`src/rtl/uart_pkg.sv`:
```
// Shared types and helpers for the parametrised UART receiver.
package uart_pkg;

    typedef enum logic [2:0] {
        IDLE   = 3'd0,
        START  = 3'd1,
        DATA   = 3'd2,
        PARITY = 3'd3,
        STOP   = 3'd4,
        STOP2  = 3'd5
    } rx_state_e;

    // Encoding 3 is treated as "no parity", the same as 0.
    typedef enum logic [1:0] {
        PAR_NONE = 2'd0,
        PAR_EVEN = 2'd1,
        PAR_ODD  = 2'd2,
        PAR_RSVD = 2'd3
    } parity_mode_e;

    function automatic logic parity_enabled(input logic [1:0] mode);
        return (mode == PAR_EVEN) || (mode == PAR_ODD);
    endfunction

    function automatic logic majority3(input logic a, input logic b, input logic c);
        return (a & b) | (a & c) | (b & c);
    endfunction

endpackage

```
`src/rtl/uart_rx_sampler.sv`:
```
// Input synchroniser, per-bit tick counter and 3-sample majority voter.
module uart_rx_sampler
    import uart_pkg::*;
#(
    parameter int unsigned OVERSAMPLE = 16
) (
    input  logic clk,
    input  logic rst_n,
    input  logic rx,
    input  logic cnt_clr,
    output logic rx_s,
    output logic fall_edge,
    output logic bit_strobe,
    output logic bit_val
);

    localparam int unsigned     CNT_W     = $clog2(OVERSAMPLE);
    localparam logic [CNT_W-1:0] TICK_LO   = CNT_W'(OVERSAMPLE / 2 - 1);
    localparam logic [CNT_W-1:0] TICK_MID  = CNT_W'(OVERSAMPLE / 2);
    localparam logic [CNT_W-1:0] TICK_HI   = CNT_W'(OVERSAMPLE / 2 + 1);
    localparam logic [CNT_W-1:0] TICK_WRAP = CNT_W'(OVERSAMPLE - 1);

    logic             sync1_q, sync1_d;
    logic             sync2_q, sync2_d;
    logic             prev_q, prev_d;
    logic [CNT_W-1:0] cnt_q, cnt_d;
    logic             smp_lo_q, smp_lo_d;
    logic             smp_mid_q, smp_mid_d;

    // Next-state: shift the synchroniser, advance the tick counter, capture early votes.
    always_comb begin
        sync1_d   = rx;
        sync2_d   = sync1_q;
        prev_d    = sync2_q;
        smp_lo_d  = smp_lo_q;
        smp_mid_d = smp_mid_q;
        cnt_d     = cnt_q + CNT_W'(1);
        if (cnt_clr || (cnt_q == TICK_WRAP)) begin
            cnt_d = '0;
        end
        if (cnt_q == TICK_LO) begin
            smp_lo_d = sync2_q;
        end
        if (cnt_q == TICK_MID) begin
            smp_mid_d = sync2_q;
        end
    end

    // Registers; synchroniser resets to the idle-high line level.
    always_ff @(posedge clk or negedge rst_n) begin
        if (!rst_n) begin
            sync1_q   <= 1'b1;
            sync2_q   <= 1'b1;
            prev_q    <= 1'b1;
            cnt_q     <= '0;
            smp_lo_q  <= 1'b0;
            smp_mid_q <= 1'b0;
        end else begin
            sync1_q   <= sync1_d;
            sync2_q   <= sync2_d;
            prev_q    <= prev_d;
            cnt_q     <= cnt_d;
            smp_lo_q  <= smp_lo_d;
            smp_mid_q <= smp_mid_d;
        end
    end

    assign rx_s       = sync2_q;
    assign fall_edge  = prev_q & ~sync2_q;
    assign bit_strobe = (cnt_q == TICK_HI);
    assign bit_val    = majority3(smp_lo_q, smp_mid_q, sync2_q);

endmodule

```
`src/rtl/uart_rx_param.sv`:
```
// UART receive engine: frame FSM, shift register and handshaked holding register.
module uart_rx_param
    import uart_pkg::*;
#(
    parameter int unsigned DATA_BITS  = 8,
    parameter int unsigned OVERSAMPLE = 16
) (
    input  logic                 clk,
    input  logic                 rst_n,
    input  logic                 rx_en,
    input  logic                 rx,
    input  logic [1:0]           parity_mode,
    input  logic                 stop_bits,
    output logic [DATA_BITS-1:0] data_out,
    output logic                 data_valid,
    input  logic                 data_ready,
    output logic                 busy,
    output logic                 parity_err,
    output logic                 frame_err,
    output logic                 overrun_err,
    output logic                 break_det
);

    localparam int unsigned          BIT_CNT_W = $clog2(DATA_BITS);
    localparam logic [BIT_CNT_W-1:0] LAST_BIT  = BIT_CNT_W'(DATA_BITS - 1);

    logic rx_s, fall_edge, bit_strobe, bit_val, cnt_clr_c;

    rx_state_e              state_q, state_d;
    logic [BIT_CNT_W-1:0]   bit_cnt_q, bit_cnt_d;
    logic [DATA_BITS-1:0]   shift_q, shift_d;
    parity_mode_e           par_mode_q, par_mode_d;
    logic                   two_stop_q, two_stop_d;
    logic                   par_bit_q, par_bit_d;
    logic                   par_err_acc_q, par_err_acc_d;
    logic                   frm_err_acc_q, frm_err_acc_d;
    logic                   stop_hi_q, stop_hi_d;

    logic [DATA_BITS-1:0]   data_q, data_d;
    logic                   data_valid_q, data_valid_d;
    logic                   parity_err_q, parity_err_d;
    logic                   frame_err_q, frame_err_d;
    logic                   overrun_q, overrun_d;
    logic                   break_q, break_d;
    logic                   busy_q, busy_d;

    logic complete_c, accept_c, frm_err_c, brk_c;

    // Counter is held at zero while idle so START begins on tick 0.
    assign cnt_clr_c = (state_q == IDLE);

    uart_rx_sampler #(
        .OVERSAMPLE (OVERSAMPLE)
    ) u_sampler (
        .clk        (clk),
        .rst_n      (rst_n),
        .rx         (rx),
        .cnt_clr    (cnt_clr_c),
        .rx_s       (rx_s),
        .fall_edge  (fall_edge),
        .bit_strobe (bit_strobe),
        .bit_val    (bit_val)
    );

    // Frame sequencing, frame-level error tracking and holding register update.
    always_comb begin
        state_d       = state_q;
        bit_cnt_d     = bit_cnt_q;
        shift_d       = shift_q;
        par_mode_d    = par_mode_q;
        two_stop_d    = two_stop_q;
        par_bit_d     = par_bit_q;
        par_err_acc_d = par_err_acc_q;
        frm_err_acc_d = frm_err_acc_q;
        stop_hi_d     = stop_hi_q;
        data_d        = data_q;
        data_valid_d  = data_valid_q;
        parity_err_d  = parity_err_q;
        frame_err_d   = frame_err_q;
        overrun_d     = overrun_q;
        break_d       = 1'b0;
        complete_c    = 1'b0;
        accept_c      = data_valid_q & data_ready;
        frm_err_c     = frm_err_acc_q | ~bit_val;
        brk_c         = (shift_q == '0) && !((par_mode_q != PAR_NONE) && par_bit_q)
                        && !(stop_hi_q || bit_val);

        unique case (state_q)
            IDLE: begin
                if (rx_en && fall_edge && !rx_s) begin
                    state_d = START;
                end
            end
            START: begin
                if (bit_strobe) begin
                    if (!bit_val) begin
                        state_d       = DATA;
                        bit_cnt_d     = '0;
                        par_mode_d    = parity_enabled(parity_mode) ? parity_mode_e'(parity_mode)
                                                                    : PAR_NONE;
                        two_stop_d    = stop_bits;
                        par_bit_d     = 1'b0;
                        par_err_acc_d = 1'b0;
                        frm_err_acc_d = 1'b0;
                        stop_hi_d     = 1'b0;
                    end else begin
                        state_d = IDLE;
                    end
                end
            end
            DATA: begin
                if (bit_strobe) begin
                    shift_d = {bit_val, shift_q[DATA_BITS-1:1]};
                    if (bit_cnt_q == LAST_BIT) begin
                        state_d = (par_mode_q == PAR_NONE) ? STOP : PARITY;
                    end else begin
                        bit_cnt_d = bit_cnt_q + BIT_CNT_W'(1);
                    end
                end
            end
            PARITY: begin
                if (bit_strobe) begin
                    par_bit_d     = bit_val;
                    par_err_acc_d = (bit_val ^ (^shift_q)) ^ (par_mode_q == PAR_ODD);
                    state_d       = STOP;
                end
            end
            STOP: begin
                if (bit_strobe) begin
                    frm_err_acc_d = frm_err_c;
                    stop_hi_d     = stop_hi_q | bit_val;
                    if (two_stop_q) begin
                        state_d = STOP2;
                    end else begin
                        complete_c = 1'b1;
                        state_d    = IDLE;
                    end
                end
            end
            STOP2: begin
                if (bit_strobe) begin
                    complete_c = 1'b1;
                    state_d    = IDLE;
                end
            end
            default: state_d = IDLE;
        endcase

        // Disabling the receiver drops any partial frame and clears the sticky overrun.
        if (!rx_en) begin
            state_d    = IDLE;
            complete_c = 1'b0;
        end

        if (accept_c) begin
            data_valid_d = 1'b0;
        end
        if (complete_c) begin
            data_d       = shift_q;
            parity_err_d = par_err_acc_q;
            frame_err_d  = frm_err_c;
            data_valid_d = 1'b1;
            break_d      = brk_c;
            if (data_valid_q && !accept_c) begin
                overrun_d = 1'b1;
            end
        end
        if (!rx_en) begin
            overrun_d = 1'b0;
        end

        busy_d = (state_d != IDLE);
    end

    // State and output registers.
    always_ff @(posedge clk or negedge rst_n) begin
        if (!rst_n) begin
            state_q       <= IDLE;
            bit_cnt_q     <= '0;
            shift_q       <= '0;
            par_mode_q    <= PAR_NONE;
            two_stop_q    <= 1'b0;
            par_bit_q     <= 1'b0;
            par_err_acc_q <= 1'b0;
            frm_err_acc_q <= 1'b0;
            stop_hi_q     <= 1'b0;
            data_q        <= '0;
            data_valid_q  <= 1'b0;
            parity_err_q  <= 1'b0;
            frame_err_q   <= 1'b0;
            overrun_q     <= 1'b0;
            break_q       <= 1'b0;
            busy_q        <= 1'b0;
        end else begin
            state_q       <= state_d;
            bit_cnt_q     <= bit_cnt_d;
            shift_q       <= shift_d;
            par_mode_q    <= par_mode_d;
            two_stop_q    <= two_stop_d;
            par_bit_q     <= par_bit_d;
            par_err_acc_q <= par_err_acc_d;
            frm_err_acc_q <= frm_err_acc_d;
            stop_hi_q     <= stop_hi_d;
            data_q        <= data_d;
            data_valid_q  <= data_valid_d;
            parity_err_q  <= parity_err_d;
            frame_err_q   <= frame_err_d;
            overrun_q     <= overrun_d;
            break_q       <= break_d;
            busy_q        <= busy_d;
        end
    end

    assign data_out    = data_q;
    assign data_valid  = data_valid_q;
    assign parity_err  = parity_err_q;
    assign frame_err   = frame_err_q;
    assign overrun_err = overrun_q;
    assign break_det   = break_q;
    assign busy        = busy_q;

endmodule

```
`config.mk`:
```
export PLATFORM = sky130hd
export DESIGN_NAME = uart_rx_param
export DESIGN_NICKNAME = d
export VERILOG_FILES = /design/src/rtl/uart_pkg.sv /design/src/rtl/uart_rx_sampler.sv /design/src/rtl/uart_rx_param.sv
export SDC_FILE = /design/constraint.sdc
export NUM_CORES = 1
export LEC_CHECK = 0
export BUFFER_PORTS_ARGS = -buffer_cell sky130_fd_sc_hd__clkbuf_2
export CAP_MARGIN = 0
export CORE_UTILIZATION = 57
export DETAILED_ROUTE_END_ITERATION = 10
export GPL_TIMING_DRIVEN = 0
export PLACE_DENSITY = 0.86
export SYNTH_ARGS = -nofsm -noshare
export SYNTH_HDL_FRONTEND = slang
export SYNTH_SLANG_ARGS = --single-unit
```
`constraint.sdc`:
```
create_clock -name clk -period 2.05 [get_ports clk]
set_clock_uncertainty 0.05 [all_clocks]
set_input_delay 0.205 -clock clk [delete_from_list [all_inputs] [get_ports clk]]
set_output_delay 0.205 -clock clk [all_outputs]
set_load 0.01 [all_outputs]
```
## Word level (Yosys, flattened, before mapping)

Index checks and enable logic that the tools add are counted.

- Bits in registers: 44
- Bits of input ports: 8
- Output and inout bits: 14

- $add $sub $neg: 2
- Equality and inequality tests: 21
- Mux-type cells: 40
- Bitwise gates (word level): 13
- Reductions and logical operators: 29

Operators with widths:

| operator | count |
|---|---|
| $mux 3 | 14 |
| $pmux 3 s6 | 1 |
| $mux 1 | 16 |
| $eq 4x4->1 const B | 3 |
| $ne 2x2->1 const B | 6 |
| $pmux 1 s2 | 5 |
| $reduce_bool 2->1 | 5 |
| $eq 3x3->1 const B | 3 |
| $logic_not 8->1 | 1 |
| $reduce_and 4->1 | 2 |
| $reduce_xor 8->1 | 1 |
| $eq 3x2->1 const B | 2 |
| $logic_and 1x1->1 | 6 |
| $pmux 3 s2 | 1 |
| $and 1x1->1 | 5 |
| $reduce_and 5->1 | 1 |
| $add 4x1->4 const B | 1 |
| $eq 2x2->1 const B | 2 |
| $eq 4x3->1 const B | 1 |
| $logic_not 1->1 | 4 |
| $mux 2 | 2 |
| $mux 4 | 1 |
| $ne 2x1->1 const B | 2 |
| $or 1x1->1 | 4 |
| other kinds (11) | 16 |

## Depth between registers and ports, before layout

Gate-level depths: netlist of the first run.

- Depth after elaboration: 8
- Depth in mapped cells: 8

## Hierarchy

From an unflattened synthesis of the first run, not the netlist that was laid out.

- Cells, all modules: 205
- Area, all modules: 2084.5 sq um

Modules (own cells, without submodules):

| module | times used | cells each | area each (sq um) |
|---|---|---|---|
| uart_rx_param | 1 | 173 | 1695.4 |
| uart_rx_sampler | 1 | 32 | 389.1 |

## Worst setup path before layout of the first run

OpenSTA, ideal clock, no wires.

- Kind: reg2reg
- Start point: register u_sampler.cnt_q[1]
- End point: register data_q[3], in the netlist data_out[3]
- Setup time: 0.125 ns
- Data arrival time: 1.555 ns
- Required time: 1.875 ns
- Slack: 0.320 ns
- Cell stages (with the launch flop): 8
- Period minus slack after synthesis: 1.730 ns
- Cell sequence: dfrtp_1 inv_1 ha_1 and3b_4 and4b_1 buf_6 buf_6 mux2_4

- Word-level cells in the longest chain between the ends: 4

RTL lines:

| what | RTL line | RTL |
|---|---|---|
| from (decl) | uart_rx_sampler.sv:26 | `logic [CNT_W-1:0] cnt_q, cnt_d;` |
| from (signal assigned) | uart_rx_sampler.sv:62 | `cnt_q <= cnt_d;` |
| $eq 4x4->1 * | uart_rx_sampler.sv:70 | `assign bit_strobe = (cnt_q == TICK_HI);` |
| $mux 1, on equally long branches | uart_rx_param.sv:141, uart_rx_param.sv:129 |  |
| $pmux 1 s2 * | uart_rx_param.sv:88 | `unique case (state_q)` |
| $mux 1 * | uart_rx_param.sv:150 | `if (!rx_en) begin` |
| to (signal assigned) | uart_rx_param.sv:204 | `data_q <= data_d;` |
| to (decl) | uart_rx_param.sv:39 | `logic [DATA_BITS-1:0] data_q, data_d;` |

Mark *: on every way between the ends. The rest lies on a longest branch, timed or not.
A chain may end at the register's enable or synchronous reset.

## Worst setup path in the final report of the first run

- Start point: register u_sampler.cnt_q[1]
- End point: register data_q[5], in the netlist data_out[5]

The elaborated chain is that of the path after synthesis.

==> impl_metrics.yaml, run 1 <==
finish:
  area_growth_pct: 12.9
  utilization_pct: 68.5
  layout_common_cells: "dfrtp_1 (41), clkbuf_2 (22), inv_1 (18), o21ai_0 (17)"
  drive_gt1_share_pct: 27.8
  fillers: 259
  instances_no_fill: 258
  layout_commonest_cell: "dfrtp_1"
  nNetsFinal: 228
  antenna_cells: 0
sta:
  worst_slew_pin_slew_ns: 1.05
  period_needed_ns: 1.91
  slew_headroom_pct: 30.3
  setup_viol: 0
  drv_slew: 0
  holdWs_ns: 0.0239
  period_share_pct: 93.4
  fmax_mhz: 522
  grt_setup_unrepaired: "false"
  fin_setup_tns_ns: 0
  hold_violations: 0
setup_path:
  critPathBufInv: 3
  worstSetupPathType: "reg2reg"
  cp_max_fo: 10
  crit_chain: "inv_1 > ha_1 > and3b_4 > and4b_1 > buf_6 > buf_6 > mux2_4"
  cpLargestDelayFamily: "simple AND/OR/NAND/NOR gates"
  rr_worst_depth: 7
  end_kind: "flip-flop"
  worstSetupEndpoint: "data_out[5]"
  r2r_start: "u_sampler.cnt_q[1]"
  max_stage_delay_ns: 0.42
  slowest_stage: "dfrtp_1"
  path_depth: 7
  r2r_setup_slack_ns: 0.14
  start_kind: "flip-flop"
  arrival_ns: 2.11
  timing.rr.end: "data_out[5]"
  crit_path_frequent_cell: "buf_6"
  worstSetupStartpoint: "u_sampler.cnt_q[1]"
  worstPathRequired_ns: 2.25
place:
  io_buffers: 21
  placedCellCount: 245
  dpl.hpwl_microns: 2460
  routabilityCongestion: 0.811
routing:
  wl_per_cell_microns: 13.5
  via_count: 1427
  drt-initial-drc-count: 85
  drt-pass1-iter-count: 4
  drc: 0
  wirelength_microns: 3470
  postRouteAntennaNets: 0
  via_per_inst: 5.53
synth:
  synth_edf_count: 0
  yosysWarnings: 0
  synthArstFlopShare_pct: 100
  synthFlopType: "dfrtp_1"
  syn_area_sq_um: 2070
  syn-num-nets: 195
  synth_cell_type_count: 46
  synth_seq_cells: 44
  syn-instance-count: 178
  syn_area_per_cell_sq_um: 11.6
  seq_area_frac_synth_pct: 53.3
die:
  dieArea_sq_um: 3880
  ios: 22
  initial_core_util_pct: 60.7
  fp.dieW_microns: 62.3
  coreArea_sq_um: 3420
  rows: 21
  die_y_microns: 62.3
clock_network:
  h-tree-depth: 2
  clk_pin_slew_ns: 0.13
  clock_latency_ns: 0.35
  cts_sinks: 44
  ctsRootBufferMaster: "clkbuf_4"
  cts_buffer_depth: 2
  cts_tree: "yes"
  cts_made_buffers: 5
global_routing:
  antenna_found_initial: 0
  grt_pass1_wl_microns: 5940
  grt_max_degree: 45
  grt_overflow: 0
  first_global_vias: 1345
  track_usage_pct: 20.0
pwr:
  switching_power_w: 0.000302
  pwr-share-clk_pct: 31.4
  power_density_nw_per_um2: 582
  p_int_w: 0.00106
  vdd_drop_max_mv: 0.452
  power_frac_comb_pct: 3.6
  seq_power_share_pct: 65.0
  p_leak_nw: 1.13
  swShare_pct: 22.2
run_status:
  status: "finished, final reports clean"
run:
  drv_cap: 0
worst_hold_path:
  hp-class: "in2reg"
[how the worst min path moves through the flow]
| stage | slack, ns | start | end | cells after the start |
|---|---|---|---|---|
| floorplan | -0.14 | rst_n | bit_cnt_q[0] | 0 |
| global placement | 0.24 | rx | u_sampler.sync1_q | 1 |
| detailed placement | 0.24 | rx | u_sampler.sync1_q | 1 |
| CTS | 0.01 | stop_bits | two_stop_q | 2 |
| global route | 0.004 | stop_bits | two_stop_q | 2 |
| finish | 0.02 | stop_bits | two_stop_q | 2 |
[power groups by stage]
stage	Sequential (W)	Clock (W)	Combinational [W]
finish	0.000885	0.000428	0.0000487
global route	0.000886	0.000486	0.0000553
CTS	0.000885	0.000439	0.0000502
detailed placement	0.000901	0	0.0000473
global placement	0.000901	0	0.0000452
floorplan	0.000901	0	0.0000162
[cells in the mapped netlist (2+ instances only)]
cell type  instances  area [sq um]
o2bb2ai_1          2          17.5
mux2_2             8          90.1
a21oi_1            2          10.0
nor2_1             8          30.0
inv_1             18          67.6
nor2b_1            4          25.0
nand2_1            9          33.8
nand3_1            3          15.0
buf_6              2          22.5
o21ai_0           17          85.1
buf_2              3          15.0
dfstp_2            3          78.8
xor2_1             2          17.5
mux2_4             5          75.1
nand3b_1           4          30.0
xnor2_1            5          43.8
nor3_1             3          15.0
dfrtp_1           41          1030
nand2b_1           3          18.8
ha_1               9           113
nor3b_1            2          15.0
[timing repair]
action                     CTS  global route
setup endpoints to repair    0             2
buffers inserted             0             3
hold endpoints to repair    10             0
hold buffers                 2             0
resized for setup            0             2
[layout make-up]
cell class	count	area, sq um	share of cell area [%]
multi-input combinational	110	860	36.7
inverter	18	67.6	2.89
buffer	6	42.5	1.82
timing repair buffer	26	148	6.31
sequential	44	1100	47.2
clock buffer	6	51.3	2.19
clock inverter	2	10.0	0.428
tap	46	57.6	2.46
[flip-flops by register name, indices dropped and copies added, names as in the netlist, 2 cells and up]
| register | flops |
|---|---|
| u_sampler.cnt_q | 4 |
| state_q | 3 |
| bit_cnt_q | 3 |
| par_mode_q | 2 |
| data_out | 8 |
| shift_q | 8 |
[logic make-up after synthesis]
| kind of cell | Yosys count | synth area share (%) |
|---|---|---|
| AOI/OAI and AO/OA | 34 | 10.9 |
| DFF | 44 | 53.3 |
| buffers and inverters | 24 | 5.25 |
| and+or+nand+nor | 45 | 13.2 |
| xor gates and xnor gates | 7 | 2.96 |
| adders and majority gates | 10 | 5.97 |
| muxes | 14 | 8.45 |
[worst register-to-register path, stage by stage, from the launching register on]
cell and delay (ns):
dfrtp_1 0.42, inv_1 0.09, ha_1 0.19, and3b_4 0.23, and4b_1 0.23, buf_6 0.13, buf_6 0.15, mux2_4 0.31
[stage by stage]
step | setup WS [ns] | power, W | cell area [sq um]
2_1_floorplan | 0.320 | 0.000917 | 2070
3_3_place_gp | 0.136 | 0.000946 | 2240
3_5_place_dp | 0.0961 | 0.000949 | 2240
4_1_cts | 0.0979 | 0.00137 | 2320
5_1_grt | 0.0370 | 0.00143 | 2340
6_report | 0.136 | 0.00136 | 2340
[layer usage]
metal | GRT usage [%] | vias to the layer above | share of wire (%)
met5 | 0 | - | 0
met4 | 6.98 | 0 | 1.4
met3 | 6.07 | 5 | 3.1
met2 | 32.1 | 24 | 48
met1 | 25.7 | 715 | 47
li1 | - | 683 | -
Power figures use the tool's default switching activity.
==> inputs of run 2 (changes only) <==
--- a/config.mk
+++ b/config.mk
@@ -7,10 +7,11 @@
 export LEC_CHECK = 0
 export BUFFER_PORTS_ARGS = -buffer_cell sky130_fd_sc_hd__clkbuf_2
 export CAP_MARGIN = 0
-export CORE_UTILIZATION = 57
+export CORE_UTILIZATION = 40
 export DETAILED_ROUTE_END_ITERATION = 10
 export GPL_TIMING_DRIVEN = 0
-export PLACE_DENSITY = 0.86
+export PLACE_DENSITY = 0.66
+export SETUP_SLACK_MARGIN = 0.2
 export SYNTH_ARGS = -nofsm -noshare
 export SYNTH_HDL_FRONTEND = slang
 export SYNTH_SLANG_ARGS = --single-unit
==> run 2 against run 1 <==
  * Setup slack improved by 0.13 ns
  * Core utilization decreased by 18 points
  * Sequential share of layout area down 2.0 points
  * Sequential cell count did not move
  * Count of clock-buffer cells in the layout did not move
  * First-iteration DRC count decreased by 27%
  * Final cell count rose by 8.9%
  * Cell area rose by 4.6%
  * Non-clock buffer count up 2
  * Hold slack better by 0.014 ns
  * Clock power grew 30%
  * Die area increased by 41%
  * Highest routed layer unchanged
==> impl_metrics.yaml, run 2 (synthesis results as in run 1) <==
run_status:
  status: "finished, final reports clean"
sta:
  slew_headroom_pct: 29.7
  period_needed_ns: 1.79
  fin_setup_tns_ns: 0
  fin_ws_ns: 0.263
  drv_slew: 0
  hold_violations: 0
  setup_viol: 0
  period_share_pct: 87.1
  fmax_mhz: 560
  worst_slew_pin_slew_ns: 1.05
  grt_setup_unrepaired: "false"
global_routing:
  antenna_found_initial: 0
  grt_overflow: 0
  grt_pass1_wl_microns: 6020
  grt_max_degree: 45
  first_global_vias: 1251
  track_usage_pct: 14.9
setup_path:
  crit_chain: "inv_2 > ha_4 > and3b_4 > and4b_1 > buf_6 > buf_8 > mux2_4"
  slowest_stage: "dfrtp_1"
  worstPathRequired_ns: 2.18
  max_stage_delay_ns: 0.40
  cpLargestDelayFamily: "simple AND/OR/NAND/NOR gates"
  critPathBufInv: 3
  arrival_ns: 1.92
  start_kind: "flip-flop"
  worstSetupPathType: "reg2reg"
  cp_max_fo: 6
  end_kind: "flip-flop"
finish:
  layout_common_cells: "dfrtp_1 (40), clkbuf_2 (21), inv_1 (17), o21ai_0 (16), nand2_1 (9)"
  fillers: 435
  layout_commonest_cell: "dfrtp_1"
  design_area_sq_um: 2450
  drive_gt1_share_pct: 30.4
  area_growth_pct: 18.2
  antenna_cells: 0
  nNetsFinal: 230
place:
  dpl.hpwl_microns: 2460
  placed_cell_area_sq_um: 2260
  pre_cts_slack_ns: 0.0930
  io_buffers: 21
  routabilityCongestion: 0.792
routing:
  postRouteAntennaNets: 0
  drt-pass1-iter-count: 4
  drc: 0
  drt-initial-drc-count: 62
  via_per_inst: 4.90
  wl_per_cell_microns: 12.8
  via_count: 1378
  wirelength_microns: 3600
clock_network:
  clock_latency_ns: 0.29
  cts_sinks: 44
  cts_buffer_depth: 2
  cts_made_buffers: 5
  clk_pin_slew_ns: 0.08
  h-tree-depth: 2
  ctsRootBufferMaster: "clkbuf_8"
  cts_tree: "yes"
die:
  fp.dieW_microns: 74.0
  dieArea_sq_um: 5480
  rows: 25
  die_y_microns: 74.0
  coreArea_sq_um: 4850
  ios: 22
  initial_core_util_pct: 42.8
pwr:
  power_density_nw_per_um2: 609
  p_leak_nw: 1.15
  vdd_drop_max_mv: 0.474
worst_hold_path:
  hp-class: "in2async"
run:
  drv_cap: 0
[run 2: report_power, final]
group           total, W  switching [W]  internal [W]
Sequential      0.000886     0.00000809      0.000878
Clock           0.000555       0.000286      0.000269
Combinational  0.0000505      0.0000317     0.0000189
Total            0.00149       0.000326       0.00117
[run 2: cell type report]
| cell class | count | area (sq um) | area share (%) |
|---|---|---|---|
| Sequential cell | 44 | 1110 | 45.1 |
| Multi-Input combinational cell | 110 | 877 | 35.8 |
| Timing Repair Buffer | 28 | 178 | 7.25 |
| Tap cell | 67 | 83.8 | 3.42 |
| Clock buffer | 6 | 82.6 | 3.37 |
| Inverter | 18 | 67.6 | 2.76 |
| Buffer | 6 | 45.0 | 1.84 |
| Clock inverter | 2 | 10.0 | 0.409 |
[run 2: worst reg2reg max path: cells and delay by family, from the launching register on]
family        cells  cell delay (ns)
buf+inv           3             0.35
flops             1             0.40
simple gates      2             0.44
fa+ha+maj         1             0.13
mux               1             0.30
[run 2: worst paths after layout]
| path | end | cells after the start | start | slack (ns) |
|---|---|---|---|---|
| min in group clk | two_stop_q | 2 | stop_bits | 0.10 |
| worst min register to register | u_sampler.rx_s | 0 | u_sampler.sync1_q | 0.31 |
| max in group asynchronous | u_sampler.cnt_q[0] | 1 | rst_n | 1.19 |
| worst max-delay path | data_out[6] | 7 | u_sampler.cnt_q[1] | 0.26 |
| worst max register to register | data_out[6] | 7 | u_sampler.cnt_q[1] | 0.26 |
| worst min-delay path | data_out[5] | 1 | rst_n | 0.04 |
[run 2: layer usage]
metal / vias up / global-route usage, % / wire length (microns)
li1: 692 / - / -
met1: 660 / 20.7 / 1800
met2: 22 / 22.5 / 1660
met3: 4 / 3.79 / 96
met4: 0 / 5.77 / 41
met5: - / 0 / 0
[run 2: through the flow]
| step | hold slack, ns | utilization, % | power [W] | cells |
|---|---|---|---|---|
| 2_1_floorplan | -0.141 | - | 0.000917 | 178 |
| 3_3_place_gp | 0.243 | 46.7 | 0.000948 | 266 |
| 3_5_place_dp | 0.250 | 46.7 | 0.000949 | 266 |
| 4_1_cts | 0.0741 | 49.5 | 0.00151 | 279 |
| 5_1_grt | 0.0903 | 50.5 | 0.00156 | 281 |
| 6_report | 0.0377 | 50.5 | 0.00149 | 281 |
[run 2: what timing repair did]
item | 4_1_cts | 5_1_grt
hold buffers | 1 | 0
cloned | 0 | 1
pin swaps | 1 | 0
endpoints found under the setup margin | 9 | 18
gates resized for setup | 2 | 5
endpoints found under the hold margin | 1 | 0
buffers inserted | 4 | 1
